## config.mk

```make
export PLATFORM = sky130hd
export DESIGN_NAME = alu_mul_sequencer
export DESIGN_NICKNAME = d
export VERILOG_FILES = /design/src/rtl/cpu_types_pkg.sv /design/src/rtl/alu_mul_sequencer.sv
export SDC_FILE = /design/constraint.sdc
export NUM_CORES = 1
export LEC_CHECK = 0
export CAP_MARGIN = 20
export CORE_ASPECT_RATIO = 2
export CORE_MARGIN = 8
export CORE_UTILIZATION = 35
export CTS_CLUSTER_SIZE = 10
export DETAILED_ROUTE_END_ITERATION = 8
export HOLD_SLACK_MARGIN = 0.02
export PLACE_DENSITY = 0.67
export SYNTH_ARGS = -nofsm -noshare
export SYNTH_HDL_FRONTEND = slang
export SYNTH_SLANG_ARGS = --single-unit
```

## constraint.sdc

```tcl
create_clock -name CLK -period 3.6 [get_ports CLK]
set_input_delay 0.72 -clock CLK [delete_from_list [all_inputs] [get_ports CLK]]
set_output_delay 0.72 -clock CLK [all_outputs]
set_load 0.02 [all_outputs]
```

## src/rtl/cpu_types_pkg.sv

```systemverilog
// Shared CPU datapath types: word width, ALU opcodes and multiply-sequencer states.
package cpu_types_pkg;

    localparam int unsigned WORD_W = 32;

    typedef enum logic [3:0] {
        ALU_SLL  = 4'b0000,
        ALU_SRL  = 4'b0001,
        ALU_ADD  = 4'b0010,
        ALU_SUB  = 4'b0011,
        ALU_AND  = 4'b0100,
        ALU_OR   = 4'b0101,
        ALU_XOR  = 4'b0110,
        ALU_NOR  = 4'b0111,
        ALU_SLT  = 4'b1010,
        ALU_SLTU = 4'b1011
    } aluop_t;

    typedef enum logic [2:0] {
        IDLE = 3'd0,
        ADD  = 3'd1,
        SLL  = 3'd2,
        SRL  = 3'd3,
        DONE = 3'd4
    } mulseq_state_t;

endpackage

```

## src/rtl/alu_mul_sequencer.sv

```systemverilog
// Shares one ALU between the execute stage (absolute priority) and a
// shift-add multiply engine that borrows the ALU only when the pipeline is idle.
module alu_mul_sequencer
    import cpu_types_pkg::*;
#(
    parameter int unsigned DATA_W = WORD_W
) (
    input  logic              CLK,
    input  logic              nRST,
    input  logic              ex_valid,
    input  aluop_t            ex_aluop,
    input  logic [DATA_W-1:0] ex_in1,
    input  logic [DATA_W-1:0] ex_in2,
    output logic [DATA_W-1:0] ex_out,
    input  logic              mul_req,
    input  logic              mul_abort,
    input  logic [DATA_W-1:0] mul_a,
    input  logic [DATA_W-1:0] mul_b,
    output logic              mul_busy,
    output logic              mul_done,
    output logic [DATA_W-1:0] mul_result,
    output aluop_t            alu_aluop,
    output logic [DATA_W-1:0] alu_in1,
    output logic [DATA_W-1:0] alu_in2,
    input  logic [DATA_W-1:0] alu_out
);

    mulseq_state_t     r_state;
    mulseq_state_t     w_next;
    logic [DATA_W-1:0] r_m;
    logic [DATA_W-1:0] r_q;
    logic [DATA_W-1:0] r_acc;
    logic [DATA_W-1:0] r_result;
    logic              r_busy;
    logic              r_done;

    logic              w_need_alu;
    logic              w_stall;
    logic              w_accept;
    logic              w_step;
    aluop_t            w_eng_op;
    logic [DATA_W-1:0] w_eng_in1;
    logic [DATA_W-1:0] w_eng_in2;

    assign w_stall  = w_need_alu && ex_valid;
    assign w_accept = (r_state == IDLE) && mul_req && !mul_abort;
    assign w_step   = !w_stall && !mul_abort;

    // State register
    always_ff @(posedge CLK or negedge nRST) begin
        if (!nRST) begin
            r_state <= IDLE;
        end else begin
            r_state <= w_next;
        end
    end

    // Next-state logic; abort beats everything outside IDLE
    always_comb begin
        w_next = r_state;
        case (r_state)
            IDLE: if (mul_req && !mul_abort) w_next = ADD;
            ADD: begin
                if (r_q == '0) begin
                    w_next = DONE;
                end else if (!w_stall) begin
                    w_next = SLL;
                end
            end
            SLL:     if (!w_stall) w_next = SRL;
            SRL:     if (!w_stall) w_next = ADD;
            DONE:    w_next = IDLE;
            default: w_next = IDLE;
        endcase
        if (mul_abort && (r_state != IDLE)) begin
            w_next = IDLE;
        end
    end

    // Engine ALU request for the current state
    always_comb begin
        w_need_alu = 1'b0;
        w_eng_op   = ALU_ADD;
        w_eng_in1  = r_acc;
        w_eng_in2  = r_m;
        case (r_state)
            ADD: w_need_alu = (r_q != '0) && r_q[0];
            SLL: begin
                w_need_alu = 1'b1;
                w_eng_op   = ALU_SLL;
                w_eng_in1  = r_m;
                w_eng_in2  = DATA_W'(1);
            end
            SRL: begin
                w_need_alu = 1'b1;
                w_eng_op   = ALU_SRL;
                w_eng_in1  = r_q;
                w_eng_in2  = DATA_W'(1);
            end
            default: w_need_alu = 1'b0;
        endcase
    end

    // Pipeline owns the ALU whenever it is valid or the engine has no use for it
    assign alu_aluop = (ex_valid || !w_need_alu) ? ex_aluop : w_eng_op;
    assign alu_in1   = (ex_valid || !w_need_alu) ? ex_in1   : w_eng_in1;
    assign alu_in2   = (ex_valid || !w_need_alu) ? ex_in2   : w_eng_in2;
    assign ex_out    = alu_out;

    // Multiplicand, multiplier, accumulator and status registers
    always_ff @(posedge CLK or negedge nRST) begin
        if (!nRST) begin
            r_m      <= '0;
            r_q      <= '0;
            r_acc    <= '0;
            r_result <= '0;
            r_busy   <= 1'b0;
            r_done   <= 1'b0;
        end else begin
            if (w_accept) begin
                r_m   <= mul_a;
                r_q   <= mul_b;
                r_acc <= '0;
            end else if (w_step) begin
                case (r_state)
                    ADD:     if (w_need_alu) r_acc <= alu_out;
                    SLL:     r_m <= alu_out;
                    SRL:     r_q <= alu_out;
                    default: ;
                endcase
            end
            if ((r_state == ADD) && (w_next == DONE)) begin
                r_result <= r_acc;
            end
            r_busy <= (w_next != IDLE);
            r_done <= (w_next == DONE);
        end
    end

    assign mul_busy   = r_busy;
    assign mul_done   = r_done;
    assign mul_result = r_result;

endmodule

```

==> summary.md <==
| Metric | Value |
|---|---|
| Syn_nets | 1005 |
| WL per Instance | 20.6 µm |
| CP Capture Point | alu_in1[3] |
| Sequential area share after synthesis | 0.441 |
| Synth unique cells | 35 |
| Final Setup Violations | 0 |
| Fin. max-slew vios | 0 |
| Clk root buf | clkbuf_16 |
| Post-Synthesis Cells | 836 |
| Worst vdd ir | 0.000284 V |
| Core Area | between 20000 and 25000 µm² |
| Die H | 224 µm |
| Total die area | 26800 µm² |
| TritonCTS Buffers | 17 |
| Initial Util | 0.353 |
| Static Leakage | 4.90 nW |
| Post_cts resized | 0 |
| Setup WS pre-CTS | 131 ps |
| Startpoint types | primary input |
| Die W | 120 µm |
| Clock buffer depth | 2 |
| # hold bufs at CTS | 0 |
| Worst path cell trace | clkdlybuf4s50_1 -> or3_4 -> buf_4 -> a221o_1 -> clkdlybuf4s50_1 |
| Slowest CP cell | clkdlybuf4s50_1 |
| DRC | 0 |
| H-tree levels | 4 |
| YS warnings | 0 |
| Layout cells sized above 1 | 0.0926 |
| Placed Instances | around 1300 |
| Most frequent CP cell | clkdlybuf4s50_1 |
| Number of DRC markers in iteration 0 | 358 |
| Layout Nets | between 1000 and 1500 |
| Netlist Area Pre-Place | 7540 µm² |
| Slew margin rel. | 0.461 |
| Status | finished clean |
| Reg2Reg Setup Slack | 1030 ps |
| Antenna-violating nets left | 0 |
| Final hold vios | 0 |
| Critical path startpoint | ex_valid |
| Largest net degree at the start of global routing | 70 |
| Fill cells | 2021 |
| Syn avg cell area | 9.02 µm² |
| Endpoint type of the worst setup path | output pin |
| FMAX | 289 MHz |
| Number of setup buffers added after CTS | 0 |
| Worst R2R End | mul_result[1] |
| Max stage delay on crit path | 540 ps |
| Layout Skew | about 13 ps |
| Pwr per Cell Area | approximately 470 nW/µm² |
| I/O Buffers | approximately 300 |
| Hold Crit Class | in2async |
| WS Path Type | in2out |
| WL final | roughly 28000 µm |
| Clock period minus worst slack | 3460 ps |
| Worst r2r path cells | 5 |
| Worst skew pair latency | 410 ps |
| Register bit total from synthesis | 133 |
| Ports | 303 |
| Worst-path clk slew | 60 ps |
| Synthesis-to-layout area growth | 48.4% |
| Overall Global Routing Usage | 0.211 |
| DP HPWL | 21500 µm |
| First-pass GRT wire length | roughly 44000 µm |
| Via count of the routed design | between 7000 and 8000 |
| Vias in the first global route | 7492 |
| Max_cap viols | 0 |
| DR pass1 iterations | 6 |
| Setup_tns | 0 ps |
| Via-per-instance ratio | 5.10 |
| WP data required | 2880 ps |
| TritonCTS clock tree | done |
| Worst Tran Pin Value | 800 ps |
| RSZ-0062 raised after global routing | no |
| Final setup margin | 140 ps |
| Final Non-Filler Cells | 1375 |
| Row count | 76 |
| Reg2reg start | r_q[19] |
| Gpl congestion | roughly 0.81 |
| Remaining Overflow, GRT | 0 |
| Final worst path period share | 0.961 |
| Worst-path fanout max | 37 |
| Clk sinks | 133 |
| Initial antenna violation count | 2 |
| CP Data Arrival Time | about 2700 ps |
-- layout make-up --
type                    instances  area, µm²  share of cell area
multi-input cells             602       3650               0.326
repair buffers                333       3330               0.298
flip-flops and latches        133       3330               0.297
clock buffers                  24        482              0.0430
well taps                     273        342              0.0305
clock inverters                 8       51.3             0.00458
inverters                       1       3.75            0.000335
diodes                          1       2.50            0.000224
-- per-layer routing --
layer,part of all wire,global-route usage,vias up
met3,0.052,0.0459,54
met4,0.045,0.117,2
met2,0.55,0.391,241
met5,0.00046,0,-
li1,-,-,3356
met1,0.35,0.213,3359
-- sequential cells by signal, indices dropped and copies added (netlist names) --
signal / flops
mul_result: 32
r_acc: 32
r_state: 3
r_m: 32
mul_busy: 1
r_q: 32
mul_done: 1
-- worst min-delay path by stage --
stage / from / to / slack, ps / cells past startpoint
finish: nRST / r_q[4] / 300 / 1
global route: nRST / r_q[4] / 350 / 1
CTS: nRST / r_q[4] / 330 / 1
detailed placement: mul_result[20] / mul_result[20] / 490 / 1
global placement: mul_result[25] / mul_result[25] / 490 / 1
floorplan: nRST / mul_busy / 420 / 0
-- critical path, delay by kind of cell --
kind,cells,cell delay (ps)
simple gates,1,410
buf+inv,3,1210
compound gates,1,380
-- logic make-up after synthesis --
logic type	count (synthesis)	share of synthesized area
buffers and inverters	101	0.0781
flip-flops	133	0.441
multiplexers	114	0.167
AND/OR/NAND/NOR	287	0.167
AO/OA/AOI/OAI	201	0.148
-- report_power, final --
group / switching [mW] / internal, mW
Combinational: 0.855 / 0.778
Sequential: 0.264 / 1.76
Clock: 0.649 / 0.932
-- placed cells by master, fill, tap and decap left out, types with 2 or more instances in the layout --
cell and n:
a221o_1 14, a21oi_1 97, buf_4 25, mux2i_1 82, nand4_1 2, clkbuf_8 3, nor2b_1 2, clkbuf_16 17
and2_1 3, nor4bb_1 14, nor2_1 66, nand2_1 179, dfrtp_1 132, mux2_2 12, clkinvlp_4 3, nor4_1 8
nand2b_1 2, buf_12 6, mux2_4 20, clkinv_2 4, clkbuf_1 4, nand3_2 2, o21ai_0 84, clkdlybuf4s50_1 301
-- per-stage QoR --
| step | hold WS, ps | power, mW | utilization | cell area [µm²] |
|---|---|---|---|---|
| after CTS | 326 | 5.29 | 0.523 | 11200 |
| after global placement | 489 | 3.66 | 0.498 | 10700 |
| after detailed placement | 490 | 3.69 | 0.498 | 10700 |
| final | 303 | 5.24 | 0.523 | 11200 |
| after global routing | 347 | 5.52 | 0.523 | 11200 |
| after floorplan | 424 | 2.89 | - | 7540 |
-- synth_stat cells (all sizes together) --
cell,n,area (µm²)
a21o,1,7.51
o31ai,1,7.51
or3,1,6.26
inv,1,3.75
a21oi,97,485
nor2b,2,12.5
a311oi,1,8.76
nor4,8,50.1
nor4b,1,15.0
nor2,66,248
a221o,14,140
o31a,1,8.76
o211ai,1,7.51
o21ai,84,420
mux2,32,435
and2,3,18.8
a2111oi,1,27.5
clkbuf,32,120
nor4bb,14,140
nand2,179,672
or3b,1,8.76
nor3b,2,26.3
nor3,1,5.00
dfrtp,133,3330
mux2i,82,821
nand2b,3,18.8
buf,68,465
nand4,2,12.5
nand3,3,15.0
and3,1,7.51
Power figures use the tool's default switching activity.
